## config.mk

```make
export PLATFORM = sky130hd
export DESIGN_NAME = ps2_rx_fifo
export DESIGN_NICKNAME = d
export VERILOG_FILES = /design/src/rtl/ps2_pkg.sv /design/src/rtl/ps2_sync_fifo.sv /design/src/rtl/ps2_rx_fifo.sv
export SDC_FILE = /design/constraint.sdc
export NUM_CORES = 1
export LEC_CHECK = 0
export ABC_AREA = 1
export BUFFER_PORTS_ARGS = -buffer_cell sky130_fd_sc_hd__buf_2
export CELL_PAD_IN_SITES_DETAIL_PLACEMENT = 0
export CELL_PAD_IN_SITES_GLOBAL_PLACEMENT = 1
export CORE_ASPECT_RATIO = 0.7
export CORE_MARGIN = 8
export CORE_UTILIZATION = 46
export DETAILED_ROUTE_END_ITERATION = 8
export MAX_ROUTING_LAYER = met4
export PLACE_DENSITY_LB_ADDON = 0.1
export SLEW_MARGIN = 20
export SYNTH_ARGS = -nofsm -noshare
export SYNTH_HDL_FRONTEND = slang
export SYNTH_HIERARCHICAL = 1
export SYNTH_SLANG_ARGS = --single-unit
```

## constraint.sdc

```tcl
create_clock -name CLKOUT -period 3.1 [get_ports CLKOUT]
set_input_delay 0 -clock CLKOUT [delete_from_list [all_inputs] [get_ports CLKOUT]]
set_output_delay 0 -clock CLKOUT [all_outputs]
set_load 0.01 [all_outputs]
```

## src/rtl/ps2_pkg.sv

```systemverilog
`default_nettype none
// ---------------------------------------------------------------------------
// ps2_pkg : shared error codes, parity modes and receive FSM states.
// Rev 1.0
// ---------------------------------------------------------------------------
package ps2_pkg;

  localparam logic [1:0] ERR_OVR = 2'd0;
  localparam logic [1:0] ERR_PAR = 2'd1;
  localparam logic [1:0] ERR_FRM = 2'd2;
  localparam logic [1:0] ERR_TMO = 2'd3;

  localparam int PAR_NONE = 0;
  localparam int PAR_ODD  = 1;
  localparam int PAR_EVEN = 2;

  typedef enum logic [1:0] {
    ST_IDLE = 2'd0,
    ST_DATA = 2'd1,
    ST_PAR  = 2'd2,
    ST_STOP = 2'd3
  } state_e;

endpackage
`default_nettype wire

```

## src/rtl/ps2_sync_fifo.sv

```systemverilog
`default_nettype none
// ---------------------------------------------------------------------------
// ps2_sync_fifo : show-ahead FIFO; dout holds the last popped word when empty.
// Rev 1.0
// ---------------------------------------------------------------------------
module ps2_sync_fifo #(
  parameter int W     = 8,
  parameter int DEPTH = 4
) (
  input  logic                     clk,
  input  logic                     rst_n,
  input  logic                     push,
  input  logic                     pop,
  input  logic [W-1:0]             din,
  output logic [W-1:0]             dout,
  output logic                     empty,
  output logic                     full,
  output logic [$clog2(DEPTH):0]   level
);

  localparam int AW = $clog2(DEPTH);
  localparam int LW = AW + 1;

  logic [W-1:0]  mem_q [DEPTH];
  logic [AW-1:0] wr_ptr_q;
  logic [AW-1:0] rd_ptr_q;
  logic [LW-1:0] level_q;
  logic [W-1:0]  last_q;
  logic          do_push;
  logic          do_pop;

  assign empty   = (level_q == '0);
  assign full    = (level_q == LW'(DEPTH));
  assign do_pop  = pop && !empty;
  // A full FIFO still accepts a write when a read frees a slot in the same cycle.
  assign do_push = push && (!full || do_pop);

  always_ff @(posedge clk) begin
    if (!rst_n) begin
      wr_ptr_q <= '0;
      rd_ptr_q <= '0;
      level_q  <= '0;
      last_q   <= '0;
    end else begin
      if (do_push) wr_ptr_q <= wr_ptr_q + 1'b1;
      if (do_pop) begin
        rd_ptr_q <= rd_ptr_q + 1'b1;
        last_q   <= mem_q[rd_ptr_q];
      end
      if (do_push && !do_pop)      level_q <= level_q + 1'b1;
      else if (!do_push && do_pop) level_q <= level_q - 1'b1;
    end
  end

  always_ff @(posedge clk) begin
    if (do_push) mem_q[wr_ptr_q] <= din;
  end

  assign dout  = empty ? last_q : mem_q[rd_ptr_q];
  assign level = level_q;

endmodule
`default_nettype wire

```

## src/rtl/ps2_rx_fifo.sv

```systemverilog
`default_nettype none
// ---------------------------------------------------------------------------
// ps2_rx_fifo : PS/2-style frame receiver with parity/timeout checks and FIFO.
// Rev 1.0
// ---------------------------------------------------------------------------
module ps2_rx_fifo
  import ps2_pkg::*;
#(
  parameter int DATA_W  = 8,
  parameter int PARITY  = 1,
  parameter int DEPTH   = 4,
  parameter int TIMEOUT = 50000
) (
  input  logic                   CLKOUT,
  input  logic                   RESET_N,
  input  logic                   PS2_CLK,
  input  logic                   Rx,
  output logic [DATA_W-1:0]      DATA,
  output logic                   VALID,
  input  logic                   READY,
  output logic                   Rx_error,
  output logic [1:0]             ERR_CODE,
  output logic                   BUSY,
  output logic [$clog2(DEPTH):0] LEVEL
);

  localparam int IW = $clog2(DATA_W);
  localparam int TW = $clog2(TIMEOUT + 1);

  logic [1:0]        clk_sync_q;
  logic [1:0]        rx_sync_q;
  logic              clk_prev_q;
  state_e            state_q, state_d;
  logic [IW-1:0]     idx_q, idx_d;
  logic [DATA_W-1:0] shift_q, shift_d;
  logic              par_q, par_d;
  logic [TW-1:0]     tmo_q, tmo_d;
  logic              err_q, err_d;
  logic [1:0]        code_q, code_d;
  logic              fe;
  logic              rx_s;
  logic              timeout;
  logic              par_ok;
  logic              push;
  logic              empty;
  logic              full;

  assign fe      = clk_prev_q & ~clk_sync_q[1];
  assign rx_s    = rx_sync_q[1];
  assign timeout = (state_q != ST_IDLE) && !fe && (tmo_q == TW'(TIMEOUT - 1));

  always_comb begin
    par_ok = 1'b1;
    if (PARITY == PAR_ODD)       par_ok = ^{shift_q, par_q};
    else if (PARITY == PAR_EVEN) par_ok = ~^{shift_q, par_q};
  end

  always_comb begin
    state_d = state_q;
    idx_d   = idx_q;
    shift_d = shift_q;
    par_d   = par_q;
    err_d   = 1'b0;
    code_d  = code_q;
    push    = 1'b0;
    tmo_d   = (state_q == ST_IDLE || fe) ? '0 : tmo_q + 1'b1;
    if (timeout) begin
      state_d = ST_IDLE;
      err_d   = 1'b1;
      code_d  = ERR_TMO;
      tmo_d   = '0;
    end else if (fe) begin
      unique case (state_q)
        ST_IDLE: begin
          if (!rx_s) begin
            state_d = ST_DATA;
            idx_d   = '0;
          end
        end
        ST_DATA: begin
          shift_d[idx_q] = rx_s;
          idx_d          = idx_q + 1'b1;
          if (idx_q == IW'(DATA_W - 1)) state_d = (PARITY == PAR_NONE) ? ST_STOP : ST_PAR;
        end
        ST_PAR: begin
          par_d   = rx_s;
          state_d = ST_STOP;
        end
        ST_STOP: begin
          state_d = ST_IDLE;
          if (!rx_s) begin
            err_d  = 1'b1;
            code_d = ERR_FRM;
          end else if (!par_ok) begin
            err_d  = 1'b1;
            code_d = ERR_PAR;
          end else if (full && !READY) begin
            err_d  = 1'b1;
            code_d = ERR_OVR;
          end else begin
            push = 1'b1;
          end
        end
        default: state_d = ST_IDLE;
      endcase
    end
  end

  always_ff @(posedge CLKOUT) begin
    if (!RESET_N) begin
      clk_sync_q <= '0;
      rx_sync_q  <= '0;
      clk_prev_q <= 1'b0;
      state_q    <= ST_IDLE;
      idx_q      <= '0;
      shift_q    <= '0;
      par_q      <= 1'b0;
      tmo_q      <= '0;
      err_q      <= 1'b0;
      code_q     <= '0;
    end else begin
      clk_sync_q <= {clk_sync_q[0], PS2_CLK};
      rx_sync_q  <= {rx_sync_q[0], Rx};
      clk_prev_q <= clk_sync_q[1];
      state_q    <= state_d;
      idx_q      <= idx_d;
      shift_q    <= shift_d;
      par_q      <= par_d;
      tmo_q      <= tmo_d;
      err_q      <= err_d;
      code_q     <= code_d;
    end
  end

  ps2_sync_fifo #(
    .W     (DATA_W),
    .DEPTH (DEPTH)
  ) u_fifo (
    .clk   (CLKOUT),
    .rst_n (RESET_N),
    .push  (push),
    .pop   (READY),
    .din   (shift_q),
    .dout  (DATA),
    .empty (empty),
    .full  (full),
    .level (LEVEL)
  );

  assign VALID    = !empty;
  assign Rx_error = err_q;
  assign ERR_CODE = code_q;
  assign BUSY     = (state_q != ST_IDLE);

endmodule
`default_nettype wire

```

# Yosys cells after proc, flatten, opt, wreduce, memory -nomap -nowiden
# Memories as Yosys holds them, arrays and structs flattened. A register that Yosys moved wholly into a read port is not among the register bits.
# Cells that the tools add are included.
# word_totals
reg_bits,53
latch_bits,0
ramBits,32
rom_bits,0
in_bits,5
out_inout_bits,16
wordCells,100
memories,1
# memory_table
name,depth,width,rd,rd_ports_with_merged_regs,write_ports,line_no,source
u_fifo.mem_q,4,8,1,1,1,ps2_sync_fifo.sv:24,logic [W-1:0] mem_q [DEPTH];
# classes
add_sub_neg,6
mul,0
div,0
order_cmp,2
n_eq_ne,9
n_shift,0
n_mux,33
bitwise,4
n_reduce_logical,31
# op_table
cell,n
$mux 2,10
$add 16x1->16 const B,1
$eq 16x16->1 const B,1
$mux 1,15
$reduce_and 3->1,4
$reduce_bool 2->1,5
$mux 3,3
$reduce_xor 9->1,1
$bwmux 8,1
$logic_and 1x1->1,8
$mux 8,1
$pmux 2 s4,1
$add 3x1->3 const B,2
$eq 3x3->1 const B,2
$logic_not 1->1,6
$pmux 3 s2,1
$add 2x1->2 const B,2
$eq 2x2->1 const B,2
$lt 3x4->1 const B,1
$ne 2x2->1 const B,2
$ne 4x3->1 const B,1
$reduce_and 4->1,1
$demux 1 s3,1
$ge 3x1->1 const B,1
9 further kinds,12

# Depth between registers and ports, before layout
# logic_depth
word_depth,13
ltp_mapped,22
mapped_depth_nobuf,22

# Modules after synthesis
# The synthesis kept the hierarchy.
# by_module_without_submodules
module,instances,cells_per_inst,area_per_inst_um2,seq_area_each_um2
ps2_sync_fifo,1,273,2297.2,1301.2
ps2_rx_fifo,1,278,1981.9,760.7

# Least setup slack after synthesis
# OpenSTA, ideal clock, no wires.
# synth_timing
kind,register -> register
startpoint,register shift_q[6]
endpoint,register u_fifo.level_q[2] (netlist: u_fifo/level[2])
t_arrival_ps,2227
required_time_ps,2987
path_slack_ps,761
path_stages_with_launch,22
n_path_buf,0
period_less_slack_ps,2339
path_cell_list,dfxtp_1 -> inv_1 -> nand2_1 -> nand2_1 -> nand2_1 -> nand2_1 -> inv_1 -> nand3_1 -> nand2_1 -> nand3_1 -> nor2_1 -> nand2_1 -> inv_1 -> ha_1 -> inv_1 -> fa_1 -> inv_1 -> nand2_1 -> nand3_1 -> nand2_1 -> nand2_1 -> nor2_1
# synth_via
elab_chain_cells,10
word_cells_on_any_way,12
cone_classes,mux (6); reduce/logical (6)
# synth_rtl
element,line_no,source
from (decl),ps2_rx_fifo.sv:35,"logic [DATA_W-1:0] shift_q, shift_d;"
from (signal assigned),ps2_rx_fifo.sv:127,shift_q <= shift_d;
$reduce_xor 9->1 (*),ps2_rx_fifo.sv:54,"if (PARITY == PAR_ODD) par_ok = ^{shift_q, par_q};"
$mux 1 (*),ps2_rx_fifo.sv:94,end else if (!par_ok) begin
$mux 1 (*),ps2_rx_fifo.sv:91,if (!rx_s) begin
$mux 1 (*),ps2_rx_fifo.sv:73,unique case (state_q)
$mux 1 (*),ps2_rx_fifo.sv:72,end else if (fe) begin
$mux 1 (*),ps2_rx_fifo.sv:67,if (timeout) begin
net push,ps2_rx_fifo.sv:44,logic push;
$logic_and 1x1->1 (*),ps2_sync_fifo.sv:36,assign do_push = push && (!full || do_pop);
net u_fifo.do_push,ps2_sync_fifo.sv:29,logic do_push;
$logic_not 1->1,ps2_sync_fifo.sv:51,else if (!do_push && do_pop) level_q <= level_q - 1'b1;
$logic_and 1x1->1,ps2_sync_fifo.sv:51,
$reduce_bool 2->1 (no line),n/a,
to (signal assigned),ps2_sync_fifo.sv:50,if (do_push && !do_pop) level_q <= level_q + 1'b1;
to (signal assigned),ps2_sync_fifo.sv:51,
to (decl),ps2_sync_fifo.sv:27,logic [LW-1:0] level_q;
# Mark *: on every way through the listed nets, which the timed path passes. The rest lies on a longest branch.
# A chain may end at the register's enable or synchronous reset.

# Worst setup path in the final report
# layout_timing
startpoint,register shift_q[0]
endpoint,register u_fifo.level_q[2] (netlist: u_fifo/level[2])
# Same word-level chain as after synthesis.

==> flow_summary_export.csv <==
group,metric,value,unit
synthesis,synth_async_sr_flop_share,0,%
layout,n_antenna_cell,0,
global_route,track_usage,14.6,%
power_and_ir_drop,peakVddDrop,0.000489,V
setup_path,crit_path_end_kind,"flop",
floorplanning,die_area,12700,um2
clocking,cts_tree,"done",
clocking,clkTransAtPathRegs,0.06,ns
drt,viasPerCell,4.61,
synthesis,synth_area,4280,um2
place,place_area,4490,um2
setup_path,timing.rr.start,"shift_q[0]",
layout,finalNetCount,599,
clocking,cts_max_level,3,
place,portBuffers,20,
clocking,cts_made_buffers,9,
synthesis,synth-warning-count,6,
setup_path,arrival,2.92,ns
timing,worst_pin_slew,0.615,ns
place,dp_hpwl,6410,um
global_route,antenna_found_initial,0,
drt,drt_iter0_drc,240,
synthesis,synth_seq_cells,87,
synthesis,netlist_instances,551,
floorplanning,initial_core_util,47.2,%
timing,whs,0.113,ns
drt,wl_per_cell,12.1,um
power_and_ir_drop,power.density,698,nW/um2
synthesis,synth-main-ff-cell,"dfxtp_1",
power_and_ir_drop,power.leakage,2.22,nW
clocking,clock_latency,0.34,ns
layout,drive_gt1_share,12.3,%
layout,fillers,884,
floorplanning,die_w,131,um
timing,hold_viol_final,0,
global_route,grt_max_degree,24,
setup_path,cp_max_fo,7,
timing,clock_skew,0.00713,ns
setup_path,path_class,"reg2reg",
global_route,grt_pass1_wl,15000,um
timing,fin_crit_sh,86.5,%
worst_hold_path,hold_path_depth,3,
timing,period_minus_slack,2.68,ns
timing,fmax,373,MHz
layout,final_cell_mix,"nand2_1, inv_1, dfxtp_1, nor2_1, nand3_1",
clocking,postCtsSetupRepairBufs,0,
clocking,cts_buffer_depth,2,
setup_path,startpoint,"shift_q[0]",
drt,finalWirelength,8600,um
drt,drcViolationCount,0,
timing,maxSlewHeadroom,58.9,%
drt,postRouteAntennaNets,0,
drt,drt-pass1-iter-count,5,
layout,mostFrequentLayoutCell,"nand2_1",
global_route,grt_pass1_vias,3150,
drt,vias,3267,
clocking,clock_sinks,87,
layout,multi_input_area,1720,um2
layout,seq_area,2060,um2
synthesis,synth_fp_nets,570,
clocking,cts-root-buf,"clkbuf_16",
power_and_ir_drop,total_power,3.40,mW
global_route,grt_overflow,0,
setup_path,r2r_cells,21,
floorplanning,fp.dieH,96.7,um
synthesis,synth_cell_types,37,
timing,fin_tns_setup,0,ns
layout,area_growth,13.7,%
setup_path,cp_data_required_time,3.34,ns
floorplanning,io_pins,21,
worst_hold_path,worstHoldStart,"RESET_N",
timing,rsz0062_at_grt,"false",
run_status,outcome,"completed",
worst_hold_path,hold_path_class,"in2reg",
synthesis,seq_area_frac_synth,48.2,%
synthesis,syn_area_per_cell,7.77,um2
layout,fin_area,4870,um2
synthesis,synth_edf_count,32,
place,place_congestion,0.813,
timing,drv_slew,0,
timing,finalSetupViolCount,0,
floorplanning,core-area,9070,um2
run,maxCapViolCount,0,
floorplanning,rows,29,
setup_path,startpoint_type,"flop",
-- what timing repair did --
action	4_1_cts	5_1_grt
setup endpoints to repair	0	1
gates resized for setup	0	1
endpoints found under the hold margin	3	0
hold buffers	3	0
-- per-layer routing --
layer	wire [um]	up-vias	global-route usage, %
met3	364	7	4.13
met2	3600	54	21.5
met5	0	-	-
li1	-	1751	-
met1	4530	1455	19.0
met4	105	0	4.66
-- cell families after synthesis --
group	Yosys count	synth area share [%]
DFF	87	48.2
AOI/OAI and AO/OA	48	6.20
buffers and inverters	120	11.8
xor gates and xnor gates	5	1.02
and+or+nand+nor	277	28.6
adders and majority gates	14	4.27
-- layout make-up --
class | count | area share [%]
clock inverters | 5 | 2.16
repair buffers | 29 | 3.60
multi-input cells | 344 | 35.3
clock buffers | 11 | 4.99
well taps | 124 | 3.19
flip-flops and latches | 87 | 42.4
inverters | 109 | 8.41
-- per-stage QoR --
| stage | instances | setup slack [ns] | utilization, % |
|---|---|---|---|
| detailed placement | 690 | 0.378 | 49.4 |
| global placement | 690 | 0.521 | 49.4 |
| floorplan | 551 | 0.761 | - |
| CTS | 709 | 0.355 | 53.6 |
| global route | 709 | 0.0291 | 53.6 |
| finish | 709 | 0.419 | 53.6 |
-- final timing paths --
check               endpoint  slack [ns]
min            clk_sync_q[0]        0.11
min reg2reg    clk_sync_q[1]        0.42
max reg2reg  u_fifo/level[2]        0.42
max          u_fifo/level[2]        0.42
-- registers in the layout, summed over array words and instances (netlist names), named ones only --
signal / cells
u_fifo/level: 3
par_q: 1
u_fifo/rd_ptr_q: 2
rx_sync_q: 2
state_q: 2
shift_q: 8
u_fifo/mem_q: 32
Rx_error: 1
clk_sync_q: 2
ERR_CODE: 2
tmo_q: 16
u_fifo/wr_ptr_q: 2
clk_prev_q: 1
idx_q: 3
u_fifo/last_q: 8
-- critical path, cell delays in order (launching register included) --
cell	delay [ns]
dfxtp_1	0.44
inv_1	0.06
nand2_1	0.08
nand2_1	0.05
nand2_1	0.08
nand3_1	0.10
nand2_1	0.09
nand2_1	0.07
nand2_1	0.12
nand3_1	0.11
nor2_2	0.19
nand2_1	0.15
inv_1	0.09
ha_1	0.17
inv_1	0.07
fa_1	0.38
inv_1	0.06
nand2_1	0.04
nand3_1	0.08
nand2_1	0.05
nand2_1	0.05
nor2_1	0.04
-- cells in the mapped netlist, types with 2 or more instances --
master | count | share of area, %
nor2_1 | 49 | 4.3
dfxtp_1 | 55 | 26
clkinv_1 | 2 | 0.18
nor2_2 | 7 | 1.0
inv_2 | 3 | 0.26
inv_1 | 104 | 9.1
ha_1 | 13 | 3.8
nand2_2 | 5 | 0.73
buf_6 | 3 | 0.79
nor3_1 | 3 | 0.35
nand2_4 | 2 | 0.53
a21oi_1 | 26 | 3.0
edfxtp_1 | 32 | 22
nand3_1 | 41 | 4.8
o21a_1 | 2 | 0.35
nand2_1 | 156 | 14
xor2_1 | 3 | 0.61
buf_4 | 2 | 0.35
nor2_4 | 2 | 0.53
o21ai_0 | 15 | 1.8
nand3_2 | 7 | 1.6
clkbuf_1 | 3 | 0.26
xnor2_1 | 2 | 0.41
-- report_power, final --
| group | switching [mW] | internal (mW) |
|---|---|---|
| Sequential | 0.0859 | 1.25 |
| Clock | 0.433 | 0.809 |
| Combinational | 0.519 | 0.296 |
| Total | 1.04 | 2.36 |
Power figures use the tool's default switching activity.
